### src/rtl/game_flow_ctrl.sv
`default_nettype none
// ============================================================================
// Module      : game_flow_ctrl
// Description : Top-level game sequencer. Launches each level of the claw/loot
//               level FSM with a one-clock start_level pulse and presents the
//               level goal. Runs the per-level countdown from startOfFrame
//               pulses, raises timer_ended, then waits for level_ended and
//               judges the latched level score on Enter (advance, win or game
//               over). Keeps the saturating total score and level number for
//               the HUD.
//
// Optional feature macro : GAME_PAUSE_EN
//               defined   -> pause_key toggles paused in PLAY_ST and freezes
//                            the countdown
//               undefined -> pause_key ignored, paused tied to 0
//
// Ports
//   clk              in   system clock
//   resetN           in   asynchronous active-low reset
//   startOfFrame     in   one-clock pulse at frame start
//   is_enter_pressed in   one-clock pulse per Enter press
//   pause_key        in   one-clock pause toggle (GAME_PAUSE_EN only)
//   level_ended      in   level FSM is in its end state
//   level_score[9:0] in   level FSM score, valid while level_ended=1
//   start_level      out  one-clock level launch pulse
//   goal[9:0]        out  current level goal
//   timer_ended      out  level time expired
//   time_left[6:0]   out  seconds remaining
//   level_num[2:0]   out  current level, 0-based
//   total_score[13:0]out  accumulated score (saturating)
//   game_over        out  game lost (held)
//   game_won         out  all levels passed (held)
//   paused           out  countdown frozen
//
// Revision    : 1.0 - initial release
// ============================================================================
module game_flow_ctrl #(
    parameter int         NUM_LEVELS     = 4,
    parameter int         LEVEL_SECONDS  = 60,
    parameter int         FRAMES_PER_SEC = 30,
    parameter logic [9:0] GOAL_BASE      = 10'd20,
    parameter logic [9:0] GOAL_STEP      = 10'd20
) (
    input  logic        clk,
    input  logic        resetN,
    input  logic        startOfFrame,
    input  logic        is_enter_pressed,
    input  logic        pause_key,
    input  logic        level_ended,
    input  logic [9:0]  level_score,
    output logic        start_level,
    output logic [9:0]  goal,
    output logic        timer_ended,
    output logic [6:0]  time_left,
    output logic [2:0]  level_num,
    output logic [13:0] total_score,
    output logic        game_over,
    output logic        game_won,
    output logic        paused
);

    typedef enum logic [2:0] {
        TITLE_ST    = 3'd0,
        LAUNCH_ST   = 3'd1,
        PLAY_ST     = 3'd2,
        WAIT_END_ST = 3'd3,
        RESULT_ST   = 3'd4,
        OVER_ST     = 3'd5,
        WON_ST      = 3'd6
    } state_t;

    localparam logic [5:0]  c_frame_last = 6'(FRAMES_PER_SEC - 1);
    localparam logic [6:0]  c_time_init  = 7'(LEVEL_SECONDS);
    localparam logic [2:0]  c_last_level = 3'(NUM_LEVELS - 1);
    localparam logic [14:0] c_score_max  = 15'd16383;

    state_t        state_q, state_d;
    logic [2:0]    level_num_q, level_num_d;
    logic [13:0]   total_score_q, total_score_d;
    logic [9:0]    goal_q, goal_d;
    logic [6:0]    time_left_q, time_left_d;
    logic          timer_ended_q, timer_ended_d;
    logic [5:0]    frame_cnt_q, frame_cnt_d;
    logic          paused_q, paused_d;
    logic          start_level_q, start_level_d;
    logic [9:0]    score_q, score_d;
    logic          game_over_q, game_over_d;
    logic          game_won_q, game_won_d;
    logic          clear_all;

    logic [9:0]    w_goal_calc;
    logic [14:0]   w_score_sum;
    logic          w_frame_en;

    // Goal arithmetic is 10-bit and wraps by design.
    assign w_goal_calc = GOAL_BASE + 10'(level_num_q) * GOAL_STEP;
    assign w_score_sum = {1'b0, total_score_q} + {5'd0, level_score};
    // The frame arriving in the PLAY_ST entry clock (start_level still high)
    // is not counted, so each level sees exactly LEVEL_SECONDS*FRAMES_PER_SEC
    // counted frames after the launch pulse.
    assign w_frame_en  = startOfFrame && !paused_q && !start_level_q;

`ifndef GAME_PAUSE_EN
    logic w_unused_pause;
    assign w_unused_pause = pause_key;
`endif

    always_comb begin
        state_d       = state_q;
        level_num_d   = level_num_q;
        total_score_d = total_score_q;
        goal_d        = goal_q;
        time_left_d   = time_left_q;
        timer_ended_d = timer_ended_q;
        frame_cnt_d   = frame_cnt_q;
        paused_d      = 1'b0;
        start_level_d = 1'b0;
        score_d       = score_q;
        game_over_d   = game_over_q;
        game_won_d    = game_won_q;
        clear_all     = 1'b0;

        case (state_q)
            TITLE_ST: begin
                clear_all = 1'b1;
                if (is_enter_pressed) begin
                    state_d = LAUNCH_ST;
                end
            end

            LAUNCH_ST: begin
                goal_d        = w_goal_calc;
                time_left_d   = c_time_init;
                timer_ended_d = 1'b0;
                frame_cnt_d   = 6'd0;
                // timer_ended_q is still set on the first LAUNCH_ST clock after
                // a level, so the launch naturally slips by one clock there.
                if (!level_ended && !timer_ended_q) begin
                    start_level_d = 1'b1;
                    state_d       = PLAY_ST;
                end
            end

            PLAY_ST: begin
`ifdef GAME_PAUSE_EN
                paused_d = paused_q ^ pause_key;
`endif
                if (w_frame_en) begin
                    if (frame_cnt_q == c_frame_last) begin
                        frame_cnt_d = 6'd0;
                        time_left_d = time_left_q - 7'd1;
                        if (time_left_q == 7'd1) begin
                            timer_ended_d = 1'b1;
                            paused_d      = 1'b0;
                            state_d       = WAIT_END_ST;
                        end
                    end else begin
                        frame_cnt_d = frame_cnt_q + 6'd1;
                    end
                end
            end

            WAIT_END_ST: begin
                if (level_ended) begin
                    score_d       = level_score;
                    total_score_d = (w_score_sum > c_score_max) ?
                                    c_score_max[13:0] : w_score_sum[13:0];
                    state_d       = RESULT_ST;
                end
            end

            RESULT_ST: begin
                if (is_enter_pressed) begin
                    if (score_q >= goal_q) begin
                        if (level_num_q == c_last_level) begin
                            game_won_d = 1'b1;
                            state_d    = WON_ST;
                        end else begin
                            level_num_d = level_num_q + 3'd1;
                            state_d     = LAUNCH_ST;
                        end
                    end else begin
                        game_over_d = 1'b1;
                        state_d     = OVER_ST;
                    end
                end
            end

            OVER_ST, WON_ST: begin
                // Leaving the end screen clears the HUD in the same clock so
                // the title screen shows all zeros immediately.
                if (is_enter_pressed) begin
                    clear_all = 1'b1;
                    state_d   = TITLE_ST;
                end
            end

            default: begin
                state_d = TITLE_ST;
            end
        endcase

        if (clear_all) begin
            level_num_d   = 3'd0;
            total_score_d = 14'd0;
            goal_d        = 10'd0;
            time_left_d   = 7'd0;
            timer_ended_d = 1'b0;
            frame_cnt_d   = 6'd0;
            score_d       = 10'd0;
            game_over_d   = 1'b0;
            game_won_d    = 1'b0;
        end
    end

    always_ff @(posedge clk or negedge resetN) begin
        if (!resetN) begin
            state_q       <= TITLE_ST;
            level_num_q   <= 3'd0;
            total_score_q <= 14'd0;
            goal_q        <= 10'd0;
            time_left_q   <= 7'd0;
            timer_ended_q <= 1'b0;
            frame_cnt_q   <= 6'd0;
            paused_q      <= 1'b0;
            start_level_q <= 1'b0;
            score_q       <= 10'd0;
            game_over_q   <= 1'b0;
            game_won_q    <= 1'b0;
        end else begin
            state_q       <= state_d;
            level_num_q   <= level_num_d;
            total_score_q <= total_score_d;
            goal_q        <= goal_d;
            time_left_q   <= time_left_d;
            timer_ended_q <= timer_ended_d;
            frame_cnt_q   <= frame_cnt_d;
            paused_q      <= paused_d;
            start_level_q <= start_level_d;
            score_q       <= score_d;
            game_over_q   <= game_over_d;
            game_won_q    <= game_won_d;
        end
    end

    assign start_level = start_level_q;
    assign goal        = goal_q;
    assign timer_ended = timer_ended_q;
    assign time_left   = time_left_q;
    assign level_num   = level_num_q;
    assign total_score = total_score_q;
    assign game_over   = game_over_q;
    assign game_won    = game_won_q;
    assign paused      = paused_q;

endmodule
`default_nettype wire

### config.mk
export PLATFORM = sky130hd
export DESIGN_NAME = game_flow_ctrl
export DESIGN_NICKNAME = d
export VERILOG_FILES = /design/src/rtl/game_flow_ctrl.sv
export SDC_FILE = /design/constraint.sdc
export NUM_CORES = 1
export LEC_CHECK = 0
export BUFFER_PORTS_ARGS = -buffer_cell sky130_fd_sc_hd__buf_2
export CORE_ASPECT_RATIO = 0.5
export CORE_MARGIN = 3
export CORE_UTILIZATION = 58
export CTS_BUF_LIST = sky130_fd_sc_hd__clkbuf_8 sky130_fd_sc_hd__clkbuf_16
export DETAILED_ROUTE_END_ITERATION = 8
export HOLD_SLACK_MARGIN = 0.12
export PLACE_DENSITY = 0.84
export SETUP_SLACK_MARGIN = 0.15
export SLEW_MARGIN = 20
export SYNTH_ARGS = -nofsm -noshare
export SYNTH_HDL_FRONTEND = slang
export SYNTH_SLANG_ARGS = --single-unit
### constraint.sdc
create_clock -name clk -period 3.5 [get_ports clk]
set_clock_uncertainty 0.15 [all_clocks]
set_input_delay 0.875 -clock clk [delete_from_list [all_inputs] [get_ports clk]]
set_output_delay 0.875 -clock clk [all_outputs]
set_load 0.02 [all_outputs]
# Word-level counts from Yosys, hierarchy flattened
# Index checks and enable logic that the tools add are counted.
[totals]
regBits = 57
elab_cells = 115
[op_classes]
eq_ne = 22
order_cmp = 2
addsub = 5
reduce_logical = 23
n_mux = 51
multipliers = 1
[ops]
columns = ["cell", "n"]
rows = [
  ["$mux 14", 4],
  ["$mux 10", 5],
  ["$mux 3", 15],
  ["$mux 7", 3],
  ["$ne 2x2->1 const B", 10],
  ["$mux 6", 3],
  ["$pmux 3 s6", 1],
  ["$mux 1", 16],
  ["$add 14x10->15", 1],
  ["$gt 15x14->1 const B", 1],
  ["$pmux 7 s2", 1],
  ["$reduce_bool 2->1", 7],
  ["$pmux 6 s2", 1],
  ["$reduce_and 4->1", 3],
  ["$ge 10x10->1", 1],
  ["$add 5x8->9 const A", 1],
  ["$eq 3x2->1 const B", 3],
  ["$eq 3x3->1 const B", 3],
  ["$ne 3x3->1 const B", 3],
  ["$reduce_and 8->1", 1],
  ["$eq 7x1->1 const B", 1],
  ["$sub 7x1->7 const B", 1],
  ["$add 6x1->6 const B", 1],
  ["$eq 6x5->1 const B", 1],
  ["other kinds (11)", 17],
]

# Logic depth before layout (Yosys ltp)
[depth]
ltp_word = 6
ltp_mapped = 8
mapped_depth_nobuf = 8

# Worst setup path before layout
# Ideal clock, no wire load.
[synth_path]
path_kind = "input-to-reg"
from = "in level_score[0]"
to = "reg total_score_q[13] (netlist: total_score[13])"
required_ns = 3.251
cell_stages = 8
arrival_time_ns = 2.491
slack_ns = 0.759
cell_sequence = "ha_1 > inv_1 > fa_1 > nand2b_1 > a21oi_1 > o211a_1 > o21ai_4 > a311oi_1"
[synth_via]
elab_chain_len = 6
[synth_rtl]
columns = ["item", "line", "rtl"]
rows = [
  ["from (decl)", "50", "input logic [9:0] level_score,"],
  ["$add 14x10->15 *", "97", "assign w_score_sum = {1'b0, total_score_q} + {5'd0, level_score};"],
  ["$gt 15x14->1", "166", "total_score_d = (w_score_sum > c_score_max) ?"],
  ["$mux 14 *", "166", ""],
  ["$mux 14 *", "164", "if (level_ended) begin"],
  ["$mux 14 *", "123", "case (state_q)"],
  ["$mux 14 *", "203", "if (clear_all) begin"],
  ["to (signal assigned)", "233", "total_score_q <= total_score_d;"],
  ["to (decl)", "79", "logic [13:0] total_score_q, total_score_d;"],
]
# Every way passes the cells marked *; elsewhere a longest branch is shown, timed or not. The select of a mux whose other input is x is not followed.
# A chain may end at the register's enable or synchronous reset.

# Final worst setup path
# Ends and elaborated chain as after synthesis.

==> out/summary.txt <==
Status: complete, no violations
Post-synthesis async set-or-reset flop share: 100%
First-pass GRT wire length: 13600 um
Number of flops mapped to enable cells by yosys: 0
Clk buf depth: 2
Reg2reg start: total_score[0]
WL/cell: 16.1 um
Compound-gate portion of the synthesized area: 24.2%
Slowest CP cell: fa_1
Rows: 19
Synth area leader: dfrtp_1
DIE AREA: 6930 um^2
Crit path max fanout: 10
Worst Setup EP: total_score[13]
Core Region: 5590 um^2
Syn Area/Cell: 8.93 um^2
Origin of the worst setup path: level_score[0]
Overflow after GRT: 0
Dpl ws: 401 ps
Tightest hold margin: 335 ps
Antenna violations before repair: 0
# clock sinks: 54
Largest net degree at the start of global routing: 40
Cell variety after synth: 61
Via density: 6.08
Reg clk slew, reported paths: 70 ps
Design Area, Final: 3860 um^2
Crit path depth: 9
Post-DP Area: 3720 um^2
H-tree Lvls: 2
Final setup fails: 0
Crit path capture type: flop
CP required: 3540 ps
DRT antenna net count: 0
Gpl congestion: 0.869
Crit path max-delay family: compound AO/OA/AOI/OAI gates
DP HPWL: 5960 um
Fill cells: 424
Sequential share of the synthesized area: 39.4%
# DRC: 0
Sequential share of power: 31.8%
Share of the synthesized area in the top cell type: 39.4%
Fmax: 0.352 GHz
Post-synthesis mux area share: 0%
Ys flop type: dfrtp_1
Min Tclk post-route: 2840 ps
Cell Chain, Critical Path: buf_2 -> ha_1 -> inv_1 -> fa_1 -> nand2b_1 -> a21oi_1 -> o211a_1 -> o21ai_4 -> a311oi_1
Diode count: 0
Vias in the first global route: 2994
GRT Total Usage: 24.3%
Leakage: 1.84 nW
Via count: 3053
Mapped cell area: 3430 um^2
WL final: 8090 um
FF-to-FF path depth: 8
Largest family of logic cells by synthesized area: compound AO/OA/AOI/OAI gates
Register area: 1350 um^2
Logic pwr share: 53.2%
Setup Buffers After CTS: 0
Post-Synth XOR/XNOR Area: 3.32%
Fin. max-slew vios: 0
CTS buffer count: 5
Final hold violations: 0
Worst path max stage delay: 390 ps
CP Buf/Inv Count: 2
Syn Inst Count: 384
Worst hold path class: input port to async pin
Yosys reg bits: 54
Die height: 60.4 um
Ports: 55
Chip Width: 115 um
Initial Utilization: 61.4%
Slew HR: 47.7%
Area of the multi-input gates: 1920 um^2
Root Driver: clkbuf_16
DRT Pass-1 Iters: 5
Max-cap viol count: 0
Iter 0 DRT Violations: 182
Top cells by area, synth: dfrtp_1, ha_1, nand2_1
VDD IR max: 407 uV
Most numerous cell in the Yosys netlist: dfrtp_1
Total Power: 3.14 mW
RSZ-0062 raised after global routing: false
Tcrit/Tclk final: 81.1%
Final setup TNS: 0 ps
Worst-margin pin slew: 781 ps
Port bufs: 49
Final Instance Count excl. Fillers: 502
PwrDens: 813 nW/um^2
Layout area overhead: 12.5%
Synth Area in Adders: 10.1%
Net Sw Frac: 47.1%
Yosys warns: 0
Final core utilization: 69.1%
Cts hold-fix bufs: 0
Placed Cells: 495
Share of cells above drive strength 1: 16.3%
CP startpoint kind: input port
Arrival time at the worst endpoint: 2880 ps
NetSw: 1.48 mW
Cell internal pwr: 1.66 mW
Critical path class: input port to flop
Clock latency on the worst-skew pair: 290 ps
R2R setup slack: 950 ps
Final net count: 472
Post-Synth Simple-Gate Area: 17.5%
List of most frequent post-synthesis cells: dfrtp_1, nand2_1, a21oi_1
TritonCTS clock tree: built
Reg-to-reg endpoint: total_score[13]
Clock power frac: 14.9%
Cts repair resizes: 0
Setup WS post-layout: 661 ps
-- registers in the layout (all words and copies together) (netlist names) --
name and count:
time_left 7, goal 7, game_won 1, score_q 10
timer_ended 1, state_q 3, total_score 14, frame_cnt_q 6
game_over 1, start_level 1, level_num 3
-- layer usage --
layer | vias up | GRT usage (%) | routed length [um]
li1 | 1469 | - | -
met1 | 1467 | 30.6 | 3510
met2 | 100 | 43.9 | 4010
met3 | 17 | 4.38 | 449
met4 | 0 | 7.19 | 114
met5 | - | 0 | 0
-- area by class of cell --
| cell class | count | area share, % |
|---|---|---|
| Clock buffer | 5 | 3.24 |
| Clock inverter | 2 | 0.194 |
| Inverter | 23 | 2.24 |
| Multi-Input combinational cell | 291 | 49.6 |
| Sequential cell | 54 | 35.0 |
| Tap cell | 73 | 2.37 |
| Timing Repair Buffer | 54 | 7.33 |
-- how the worst min path moves through the flow --
stage | to | cells after the start | slack [ps]
after detailed placement | game_won | 1 | 320
after floorplan | score_q[1] | 2 | 320
after global placement | game_won | 1 | 320
final | frame_cnt_q[2] | 1 | 340
after CTS | game_won | 1 | 340
after global routing | game_won | 1 | 350
-- cells in the final DEF, fill, tap and decap left out, types with 3 or more instances in the layout --
cell type  instances
a211o_1            3
o22ai_1            4
buf_2             49
o31ai_1            5
nand4_1            4
nand2b_1           6
nor2_1            22
o21ai_1            3
nor3_1             5
and3_1             3
and2_1             4
nand3_1           17
dfrtp_1           54
nand2_1           47
o211ai_1           4
a21oi_1           30
ha_1              26
o21ai_0           28
inv_1             25
conb_1             4
clkbuf_16          5
a21o_1             7
xor2_1            11
nor4_1             5
a31oi_1           10
buf_4              5
-- worst register-to-register path, stage by stage (launching register included) --
cell,delay [ps]
dfrtp_1,380
ha_1,210
inv_1,60
fa_1,390
nand2b_1,180
a21oi_1,300
o211a_1,350
o21ai_4,150
a311oi_1,290
-- power groups by stage --
stage	Sequential, mW	Clock, mW	Combinational [mW]
final	0.999	0.469	1.67
after global routing	1.03	0.496	1.85
after CTS	0.993	0.470	1.64
after detailed placement	1.00	0	1.62
after global placement	0.988	0	1.56
after floorplan	1.05	0	1.17
-- cell families after synthesis --
| group | Yosys count |
|---|---|
| AOI/OAI and AO/OA | 122 |
| buffers and inverters | 42 |
| other | 1 |
| xor gates and xnor gates | 13 |
| adders and majority gates | 27 |
| DFF | 54 |
| and+or+nand+nor | 125 |
No activity file was read; power rests on OpenSTA's default activity.
